## src/rtl/sdf_ntt_ctrl_gen_if.sv

```systemverilog
// rtl/sdf_ntt_ctrl_gen_if.sv - control/status bundle between a frame source and the SDF NTT sequencer
interface sdf_ntt_ctrl_gen_if #(
  parameter int LOG_N = 4
);
  localparam int L  = LOG_N;
  localparam int TW = LOG_N - 1;

  logic                start;
  logic [1:0]          mode;
  logic                stall;
  logic                abort;
  logic                in_ready;
  logic [LOG_N-1:0]    in_addr;
  logic [L-1:0]        buf_sel;
  logic [L-1:0]        buf_en;
  logic [L*TW-1:0]     tw_idx;
  logic                intt_mode;
  logic [LOG_N-1:0]    out_addr;
  logic                data_valid;
  logic                done_tick;
  logic                busy;
  logic                mode_err;

  modport master (
    output start, mode, stall, abort,
    input  in_ready, in_addr, buf_sel, buf_en, tw_idx, intt_mode,
           out_addr, data_valid, done_tick, busy, mode_err
  );

  modport slave (
    input  start, mode, stall, abort,
    output in_ready, in_addr, buf_sel, buf_en, tw_idx, intt_mode,
           out_addr, data_valid, done_tick, busy, mode_err
  );
endinterface

```

## src/rtl/sdf_ntt_ctrl_gen.sv

```systemverilog
// rtl/sdf_ntt_ctrl_gen.sv - frame sequencer for an N-point radix-2 SDF NTT/INTT pipeline
module sdf_ntt_ctrl_gen #(
  parameter int LOG_N    = 4,
  parameter int BFLY_LAT = 1
) (
  input  logic                clk,
  input  logic                rst_n,
  sdf_ntt_ctrl_gen_if.slave   ctl
);
  localparam int L    = LOG_N;
  localparam int N    = 1 << LOG_N;
  localparam int TW   = LOG_N - 1;
  localparam int T_L  = N - 1 + L * BFLY_LAT;
  localparam int LAST = T_L + N - 1;
  localparam int CW   = $clog2(LAST + 1);
  localparam logic [CW-1:0] LAST_C = CW'(LAST);

  logic [CW-1:0] cnt;
  logic          busy_q;
  logic          intt_q;
  logic          mode_ok;

  assign mode_ok = (ctl.mode == 2'b10) || (ctl.mode == 2'b01);

  // Abort wins even while stalled; otherwise stall freezes every register.
  always_ff @(posedge clk or negedge rst_n) begin
    if (!rst_n) begin
      cnt    <= '0;
      busy_q <= 1'b0;
      intt_q <= 1'b0;
    end else if (ctl.abort) begin
      cnt    <= '0;
      busy_q <= 1'b0;
    end else if (!ctl.stall) begin
      if (busy_q) begin
        if (cnt == LAST_C) begin
          cnt    <= '0;
          busy_q <= 1'b0;
        end else begin
          cnt <= cnt + CW'(1);
        end
      end else if (ctl.start && mode_ok) begin
        cnt    <= '0;
        busy_q <= 1'b1;
        intt_q <= ctl.mode[0];
      end
    end
  end

  function automatic logic [LOG_N-1:0] bitrev(input logic [LOG_N-1:0] x);
    for (int i = 0; i < LOG_N; i++) bitrev[i] = x[LOG_N-1-i];
  endfunction

  logic                in_ready_d;
  logic [LOG_N-1:0]    in_addr_d;
  logic [L-1:0]        buf_sel_d;
  logic [L-1:0]        buf_en_d;
  logic [L*TW-1:0]     tw_idx_d;
  logic [LOG_N-1:0]    out_addr_d;
  logic                data_valid_d;
  logic                done_d;
  logic                run;

  // Stage s starts at T_s; ts accumulates D_s + BFLY_LAT as the loop walks the stages.
  always_comb begin
    int c;
    int ls;
    int lo;
    int ts;
    c            = int'(cnt);
    ls           = 0;
    lo           = c - T_L;
    ts           = 0;
    run          = busy_q && !ctl.stall;
    in_ready_d   = 1'b0;
    in_addr_d    = '0;
    buf_sel_d    = '0;
    buf_en_d     = '0;
    tw_idx_d     = '0;
    out_addr_d   = '0;
    data_valid_d = 1'b0;
    done_d       = 1'b0;
    if (busy_q) begin
      if (c < N) begin
        in_ready_d = run;
        in_addr_d  = cnt[LOG_N-1:0];
      end
      for (int s = 0; s < L; s++) begin
        ls = c - ts;
        if (ls >= 0 && ls < 2 * N) begin
          buf_en_d[s]  = run;
          buf_sel_d[s] = ls[LOG_N-1-s];
          if (ls[LOG_N-1-s])
            tw_idx_d[s*TW +: TW] = TW'((ls & ((N >> (s + 1)) - 1)) << s);
        end
        ts = ts + (N >> (s + 1)) + BFLY_LAT;
      end
      if (lo >= 0 && lo < N) begin
        data_valid_d = run;
        out_addr_d   = bitrev(lo[LOG_N-1:0]);
      end
      done_d = run && !ctl.abort && (cnt == LAST_C);
    end
  end

  assign ctl.in_ready   = in_ready_d;
  assign ctl.in_addr    = in_addr_d;
  assign ctl.buf_sel    = buf_sel_d;
  assign ctl.buf_en     = buf_en_d;
  assign ctl.tw_idx     = tw_idx_d;
  assign ctl.intt_mode  = intt_q;
  assign ctl.out_addr   = out_addr_d;
  assign ctl.data_valid = data_valid_d;
  assign ctl.done_tick  = done_d;
  assign ctl.busy       = busy_q;
  assign ctl.mode_err   = !busy_q && ctl.start && !mode_ok && !ctl.abort && !ctl.stall;
endmodule
```

## src/flat_wrapper.sv

```systemverilog
// flat-port wrapper written by rule: the top's interface ports become plain ports
module sdf_ntt_ctrl_gen_flat 
#(
  parameter int LOG_N    = 4,
  parameter int BFLY_LAT = 1
)
  (clk, rst_n, ctl_start, ctl_mode, ctl_stall, ctl_abort, ctl_in_ready, ctl_in_addr, ctl_buf_sel, ctl_buf_en, ctl_tw_idx, ctl_intt_mode, ctl_out_addr, ctl_data_valid, ctl_done_tick, ctl_busy, ctl_mode_err);
  sdf_ntt_ctrl_gen_if #(.LOG_N(LOG_N)) ctl_i ();
  input  logic clk;
  input  logic rst_n;
  input wire logic [$bits(ctl_i.start)-1:0] ctl_start;
  input wire logic [$bits(ctl_i.mode)-1:0] ctl_mode;
  input wire logic [$bits(ctl_i.stall)-1:0] ctl_stall;
  input wire logic [$bits(ctl_i.abort)-1:0] ctl_abort;
  output wire logic [$bits(ctl_i.in_ready)-1:0] ctl_in_ready;
  output wire logic [$bits(ctl_i.in_addr)-1:0] ctl_in_addr;
  output wire logic [$bits(ctl_i.buf_sel)-1:0] ctl_buf_sel;
  output wire logic [$bits(ctl_i.buf_en)-1:0] ctl_buf_en;
  output wire logic [$bits(ctl_i.tw_idx)-1:0] ctl_tw_idx;
  output wire logic [$bits(ctl_i.intt_mode)-1:0] ctl_intt_mode;
  output wire logic [$bits(ctl_i.out_addr)-1:0] ctl_out_addr;
  output wire logic [$bits(ctl_i.data_valid)-1:0] ctl_data_valid;
  output wire logic [$bits(ctl_i.done_tick)-1:0] ctl_done_tick;
  output wire logic [$bits(ctl_i.busy)-1:0] ctl_busy;
  output wire logic [$bits(ctl_i.mode_err)-1:0] ctl_mode_err;
  assign ctl_i.start = ctl_start;
  assign ctl_i.mode = ctl_mode;
  assign ctl_i.stall = ctl_stall;
  assign ctl_i.abort = ctl_abort;
  assign ctl_in_ready = ctl_i.in_ready;
  assign ctl_in_addr = ctl_i.in_addr;
  assign ctl_buf_sel = ctl_i.buf_sel;
  assign ctl_buf_en = ctl_i.buf_en;
  assign ctl_tw_idx = ctl_i.tw_idx;
  assign ctl_intt_mode = ctl_i.intt_mode;
  assign ctl_out_addr = ctl_i.out_addr;
  assign ctl_data_valid = ctl_i.data_valid;
  assign ctl_done_tick = ctl_i.done_tick;
  assign ctl_busy = ctl_i.busy;
  assign ctl_mode_err = ctl_i.mode_err;
  sdf_ntt_ctrl_gen #(.LOG_N(LOG_N), .BFLY_LAT(BFLY_LAT)) u_core (.clk(clk), .rst_n(rst_n), .ctl(ctl_i));
endmodule
```

## config.mk

```make
export PLATFORM = sky130hd
export DESIGN_NAME = sdf_ntt_ctrl_gen_flat
export DESIGN_NICKNAME = d
export VERILOG_FILES = /design/src/rtl/sdf_ntt_ctrl_gen_if.sv /design/src/rtl/sdf_ntt_ctrl_gen.sv /design/src/flat_wrapper.sv
export SDC_FILE = /design/constraint.sdc
export NUM_CORES = 1
export LEC_CHECK = 0
export ABC_CLOCK_PERIOD_IN_PS = 1720
export BUFFER_PORTS_ARGS = -buffer_cell sky130_fd_sc_hd__buf_2
export CAP_MARGIN = 30
export CORE_ASPECT_RATIO = 1.25
export CORE_UTILIZATION = 30
export CTS_CLUSTER_SIZE = 10
export DETAILED_ROUTE_END_ITERATION = 7
export REMOVE_ABC_BUFFERS = 1
export SKIP_LAST_GASP = 1
export SLEW_MARGIN = 25
export SYNTH_ARGS = -nofsm -noshare
export SYNTH_HDL_FRONTEND = slang
export SYNTH_SLANG_ARGS = --single-unit
```

## constraint.sdc

```tcl
create_clock -name clk -period 1.72 [get_ports clk]
set_input_delay 0.258 -clock clk [delete_from_list [all_inputs] [get_ports clk]]
set_output_delay 0.258 -clock clk [all_outputs]
set_load 0.05 [all_outputs]
```

# ---- After elaboration in Yosys (flattened, before gate mapping)
# Index checks and enable logic that the tools add are counted.
dict set report classes {
  muxes 36
  reduce_logical 21
  addsub 5
  order_cmp 11
  eq_ne 4
  bitwise 3
}
# op count
set op_table {}
lappend op_table {{>= comparator 32 x 1 -> 1 bit (second input constant)} 4}
lappend op_table {{< comparator 32 x 7 -> 1 bit (second input constant)} 3}
lappend op_table {{< comparator 32 x 6 -> 1 bit (second input constant)} 1}
lappend op_table {{2-to-1 mux 6 bit} 5}
lappend op_table {{2-to-1 mux 4 bit} 6}
lappend op_table {{2-to-1 mux 1 bit} 18}
lappend op_table {{2-to-1 mux 3 bit} 6}
lappend op_table {{subtractor 6 x 4 -> 7 bit (second input constant)} 2}
lappend op_table {{subtractor 6 x 5 -> 7 bit (second input constant)} 2}
lappend op_table {{logical AND 1 bit} 13}
lappend op_table {{2-to-1 mux 9 bit} 1}
lappend op_table {{adder 6 x 1 -> 6 bit (second input constant)} 1}
lappend op_table {{== test 6 bit (second input constant)} 1}
lappend op_table {{>= comparator 6 x 1 -> 1 bit (second input constant)} 1}
lappend op_table {{< comparator 6 x 5 -> 1 bit (second input constant)} 1}
lappend op_table {{< comparator 6 bit (second input constant)} 1}
lappend op_table {{zero test 1 bit} 4}
lappend op_table {{AND reduction 4 bit} 1}
lappend op_table {{inverter 1 bit} 3}
lappend op_table {{nonzero test 3 bit} 1}
lappend op_table {{== test 2 x 1 -> 1 bit (second input constant)} 1}
lappend op_table {{== test 2 bit (second input constant)} 1}
lappend op_table {{inequality test 2 x 1 -> 1 bit (second input constant)} 1}
lappend op_table {{AND reduction 2 bit} 1}
lappend op_table {{logical OR 1 bit} 1}
dict set report word_totals {
  wordCells 83
  out_inout_bits 34
  inputBits 7
  register_bits 8
}

# ---- Logic depth before layout (Yosys ltp)
dict set report logic_depth {
  word_depth 7
  ltp_mapped 7
  mapped_depth_nobuf 6
}

# ---- Least setup slack after synthesis
# OpenSTA, ideal clock, no wires.
dict set report synth_timing {
  kind {flip-flop to output port}
  startpoint {register u_core.cnt[1]}
  endpoint {output port ctl_buf_sel[3]}
  required_ns 1.462
  arrival_time_ns 2.356
  path_slack_ns -0.894
  stages_incl_launch_ff 7
  path_buffers 0
  path_cell_list {dfrtp_1 inv_1 ha_1 a21bo_2 o21ai_1 a22oi_1 nor3b_1}
}
dict set report synth_between {
  elab_chain_cells 5
  word_cells_on_any_way 6
  cone_classes {1 x add/sub; 2 x order compare; 2 x mux; 1 x reduce/logical}
}
# item line
set synth_rtl {}
lappend synth_rtl {{from (decl)} sdf_ntt_ctrl_gen.sv:18} ;# logic [CW-1:0] cnt;
lappend synth_rtl {{from (signal assigned)} sdf_ntt_ctrl_gen.sv:40} ;# cnt <= cnt + CW'(1);
lappend synth_rtl {{subtractor 6 x 5 -> 7 bit *} sdf_ntt_ctrl_gen.sv:89} ;# ls = c - ts;
lappend synth_rtl {{>= comparator 32 x 1 -> 1 bit / < comparator 32 x 7 -> 1 bit (equally long branches)} sdf_ntt_ctrl_gen.sv:90} ;# if (ls >= 0 && ls < 2 * N) begin
lappend synth_rtl {{logical AND 1 bit *} sdf_ntt_ctrl_gen.sv:90}
lappend synth_rtl {{2-to-1 mux 1 bit *} sdf_ntt_ctrl_gen.sv:90}
lappend synth_rtl {{2-to-1 mux 4 bit *} sdf_ntt_ctrl_gen.sv:83} ;# if (busy_q) begin
lappend synth_rtl {{to (decl)} flat_wrapper.sv:17} ;# output wire logic [$bits(ctl_i.buf_sel)-1:0] ctl_buf_sel;
# Mark *: on every way between the ends. The rest lies on a longest branch, timed or not.

# ---- Final worst setup path
dict set report layout_timing {
  startpoint {register u_core.cnt[1]}
  endpoint {output port ctl_tw_idx[4]}
}
dict set report layout_between {
  elab_chain_cells 5
  word_cells_on_any_way 7
  cone_classes {1 x add/sub; 2 x order compare; 3 x mux; 1 x reduce/logical}
}
# item line
set layout_rtl {}
lappend layout_rtl {{subtractor 6 x 4 -> 7 bit *} sdf_ntt_ctrl_gen.sv:89}
lappend layout_rtl {{>= comparator 32 x 1 -> 1 bit / < comparator 32 x 7 -> 1 bit (equally long branches)} sdf_ntt_ctrl_gen.sv:90}
lappend layout_rtl {{logical AND 1 bit} sdf_ntt_ctrl_gen.sv:90}
lappend layout_rtl {{2-to-1 mux 3 bit *} sdf_ntt_ctrl_gen.sv:90}
lappend layout_rtl {{2-to-1 mux 9 bit *} sdf_ntt_ctrl_gen.sv:83}
lappend layout_rtl {{to (decl)} flat_wrapper.sv:19} ;# output wire logic [$bits(ctl_i.tw_idx)-1:0] ctl_tw_idx;
# Marks and branches as above.

==> impl_metrics.env <==
export IMPL_p_clk_share_pct=38.4
export IMPL_grt_pass1_vias=1128
export IMPL_max_freq_mhz=485
export IMPL_start_util_pct=31.4
export IMPL_power_leakage_nw=0.826
export IMPL_cts_sinks=8
export IMPL_violations="negative setup slack"
export IMPL_internal_power_uw=394
export IMPL_ys_types=45
export IMPL_cts_htree_levels=1
export IMPL_grt_pass1_wl_um=5050
export IMPL_path_buf_inv=2
export IMPL_whs_ns=0.248
export IMPL_clk_path_buf_depth=2
export IMPL_synth_area_leader_cell="dfrtp_1"
export IMPL_clock_root_buffer="clkbuf_8"
export IMPL_via_count=1171
export IMPL_clk_latency_ns=0.23
export IMPL_startpoint_type="flop"
export IMPL_ant_nets=0
export IMPL_switching_share_pct=31.1
export IMPL_final_util_pct=54.4
export IMPL_area_delta_synth_final_pct=73.1
export IMPL_path_max_fanout=4
export IMPL_synth_edf_count=0
export IMPL_seq_area_frac_synth_pct=19.8
export IMPL_hold_viol_final=0
export IMPL_slew_violations=0
export IMPL_status="finished, violations left"
export IMPL_nNetsFinal=209
export IMPL_yosys_warnings=0
export IMPL_maxCapViolations=0
export IMPL_die_y_um=67.0
export IMPL_firstDrtPassIters=4
export IMPL_yosysTopAreaCellShare_pct=19.8
export IMPL_drive_gt1_share_pct=60.4
export IMPL_crit_chain="inv_4, ha_4, a21bo_4, a41o_1, a21oi_4, nor3_1, buf_4"
export IMPL_overflow=0
export IMPL_grt_usage_pct=19.3
export IMPL_globalplace_congestion=0.893
export IMPL_setup_ws_ns=-0.341
export IMPL_p_comb_share_pct=27.1
export IMPL_die_w_um=54.0
export IMPL_vias_per_cell=5.11
export IMPL_end_kind="primary output"
export IMPL_cp_slowest_stage_delay_ns=0.43
export IMPL_hpwlAfterDp_um=2330
export IMPL_crit_family="compound AO/OA/AOI/OAI gates"
export IMPL_fillCellCount=305
export IMPL_diodes=0
export IMPL_syn_area_per_cell_um2=7.86
export IMPL_final_setup_viol_count=15
export IMPL_place_inst=216
export IMPL_wire_per_inst_um=14.5
export IMPL_final_cells=229
export IMPL_boundaryPins=41
export IMPL_syn_inst=129
export IMPL_hold_class="primary input to flop"
export IMPL_cp_slowest_cell="dfrtp_2"
export IMPL_use_met1_pct=20.9
export IMPL_use_met2_pct=35.5
export IMPL_post_route_drc_count=0
export IMPL_fin_crit_ns=2.06
export IMPL_grt_max_degree=12
export IMPL_crit_type="flop to primary output"
export IMPL_cts_buffers=3
export IMPL_period_share_pct=120
export IMPL_die_area_um2=3620
export IMPL_busiest_layer="met2"
export IMPL_portBuffers=34
export IMPL_regArea_um2=204
export IMPL_ir_drop_v=0.000428
export IMPL_antenna_found_initial=0
export IMPL_core_rowCount=23
export IMPL_arrival_ns=1.80
export IMPL_multi_input_area_um2=882
export IMPL_ys_ff_latch=8
export IMPL_cts_tree="yes"
export IMPL_fp_coreArea_um2=3220
export IMPL_clkTransAtPathRegs_ns=0.04
export IMPL_p_seq_share_pct=34.5
export IMPL_cp_required_ns=1.46
export IMPL_synth_flop_cell="dfrtp_1"
export IMPL_globalRouteMet3Util_pct=2.74
export IMPL_yosys_top_cells_area="dfrtp_1 20%, ha_1 9.9%, nor2_1 4.8%"
export IMPL_p_switching_uw=178
export IMPL_drt_iter0_drc=16
export IMPL_synthesis_area_um2=1010
export IMPL_async_flop_share_pct=100
export IMPL_power_density_nw_per_um2=326
export IMPL_fin_skew_ns=0.00237
export IMPL_rsz0062_at_grt="true"
export IMPL_routed_wl_um=3320
export IMPL_dp_slack_ns=-0.165
cell usage after synthesis (2+ instances only):
master and number:
o21ai_1 5, and2_1 7, nor3_1 4, a21oi_2 3, buf_2 5, nand3_1 6, and3_1 7, nand2_1 9
a22o_1 2, nor2b_1 3, xnor2_1 2, a32oi_1 2, ha_1 8, dfrtp_1 8, a21oi_1 3, nor2_1 13
nand2b_1 2, buf_4 6, a41oi_1 2, inv_1 6, nor3b_1 2
worst register-to-register path, stage by stage (launching register included):
cell,delay [ns]
dfrtp_1,0.38
buf_4,0.21
nor2_4,0.16
buf_4,0.13
nand3_2,0.08
buf_4,0.16
and2_1,0.15
mux2_2,0.26
registers in the layout, summed over array words and instances, names as in the netlist:
| name | cells |
|---|---|
| u_core.ctl.intt_mode | 1 |
| u_core.ctl.busy | 1 |
| u_core.cnt | 6 |
path summary, 6_finish.rpt:
check | from | endpoint | slack (ns) | cells after the start
worst min-delay path | ctl_mode[1] | u_core.ctl.intt_mode | 0.25 | 2
min in group asynchronous | rst_n | u_core.ctl.busy | 0.41 | 2
worst min register to register | u_core.ctl.intt_mode | u_core.ctl.intt_mode | 0.54 | 2
worst max register to register | u_core.cnt[2] | u_core.cnt[0] | 0.08 | 7
max in group asynchronous | rst_n | u_core.cnt[3] | 1.14 | 2
worst max-delay path | u_core.cnt[1] | ctl_tw_idx[4] | -0.34 | 7
stage by stage:
| stage | total power [mW] | cell area, µm² | TNS (ns) |
|---|---|---|---|
| 6_report | 0.572 | 1750 | -4.00 |
| 5_1_grt | 0.604 | 1750 | -5.30 |
| 4_1_cts | 0.569 | 1670 | -3.87 |
| 3_5_place_dp | 0.337 | 1360 | -1.42 |
| 3_3_place_gp | 0.334 | 1360 | -0.972 |
| 2_1_floorplan | 0.287 | 947 | -10.63 |
repair_timing:
item | in CTS | in global routing
hold buffers | 1 | 0
resized for setup | 64 | 16
setup endpoints to repair | 24 | 24
pin swaps | 21 | 9
hold endpoints to repair | 8 | 0
buffers inserted | 5 | 4
cell usage in the layout (no fill, tap or decap), types with 2 or more instances in the layout:
| master | n |
|---|---|
| nor3_1 | 2 |
| ha_2 | 2 |
| buf_2 | 10 |
| nor2b_2 | 2 |
| nor2_1 | 11 |
| nand2_1 | 7 |
| dfrtp_1 | 5 |
| nand2_2 | 2 |
| buf_4 | 41 |
| and3_1 | 7 |
| nand3_2 | 2 |
| conb_1 | 6 |
| inv_2 | 3 |
| buf_6 | 14 |
| dfrtp_2 | 3 |
| ha_1 | 2 |
| nand3_1 | 5 |
| clkbuf_8 | 3 |
| o21ai_1 | 3 |
| a21oi_1 | 2 |
| nor3_2 | 3 |
| a21oi_2 | 3 |
| o21ai_2 | 3 |
| and2_1 | 7 |
| inv_1 | 2 |
| ha_4 | 4 |
| nor2_4 | 2 |
| a22o_1 | 2 |
layout make-up:
type | count | share of cell area (%)
multi-input cells | 106 | 50.3
repair buffers | 68 | 31.4
flip-flops and latches | 8 | 11.6
well taps | 37 | 2.64
clock buffers | 3 | 2.35
inverters | 7 | 1.71
metal layers:
layer,vias to the layer above,share of wire (%)
met5,-,0
met1,560,38
met2,34,54
met3,10,3.2
met4,0,4.1
li1,567,-
power by group through the flow:
stage / Clock [mW] / Combinational, mW / Sequential [mW]
2_1_floorplan: 0 / 0.0747 / 0.212
3_3_place_gp: 0 / 0.134 / 0.200
3_5_place_dp: 0 / 0.137 / 0.200
4_1_cts: 0.225 / 0.147 / 0.198
5_1_grt: 0.242 / 0.164 / 0.198
6_report: 0.220 / 0.155 / 0.198
cell families after synthesis:
kind of cell | Yosys count | share of synthesized area, %
AND/OR/NAND/NOR | 61 | 33.6
flip-flops | 8 | 19.8
multiplexers | 1 | 1.11
other | 1 | 0.370
buffers and inverters | 20 | 11.1
XOR/XNOR | 4 | 4.20
AO/OA/AOI/OAI | 26 | 20.0
adder cells (fa/ha/maj) | 8 | 9.88
(Power assumes the default switching activity.)
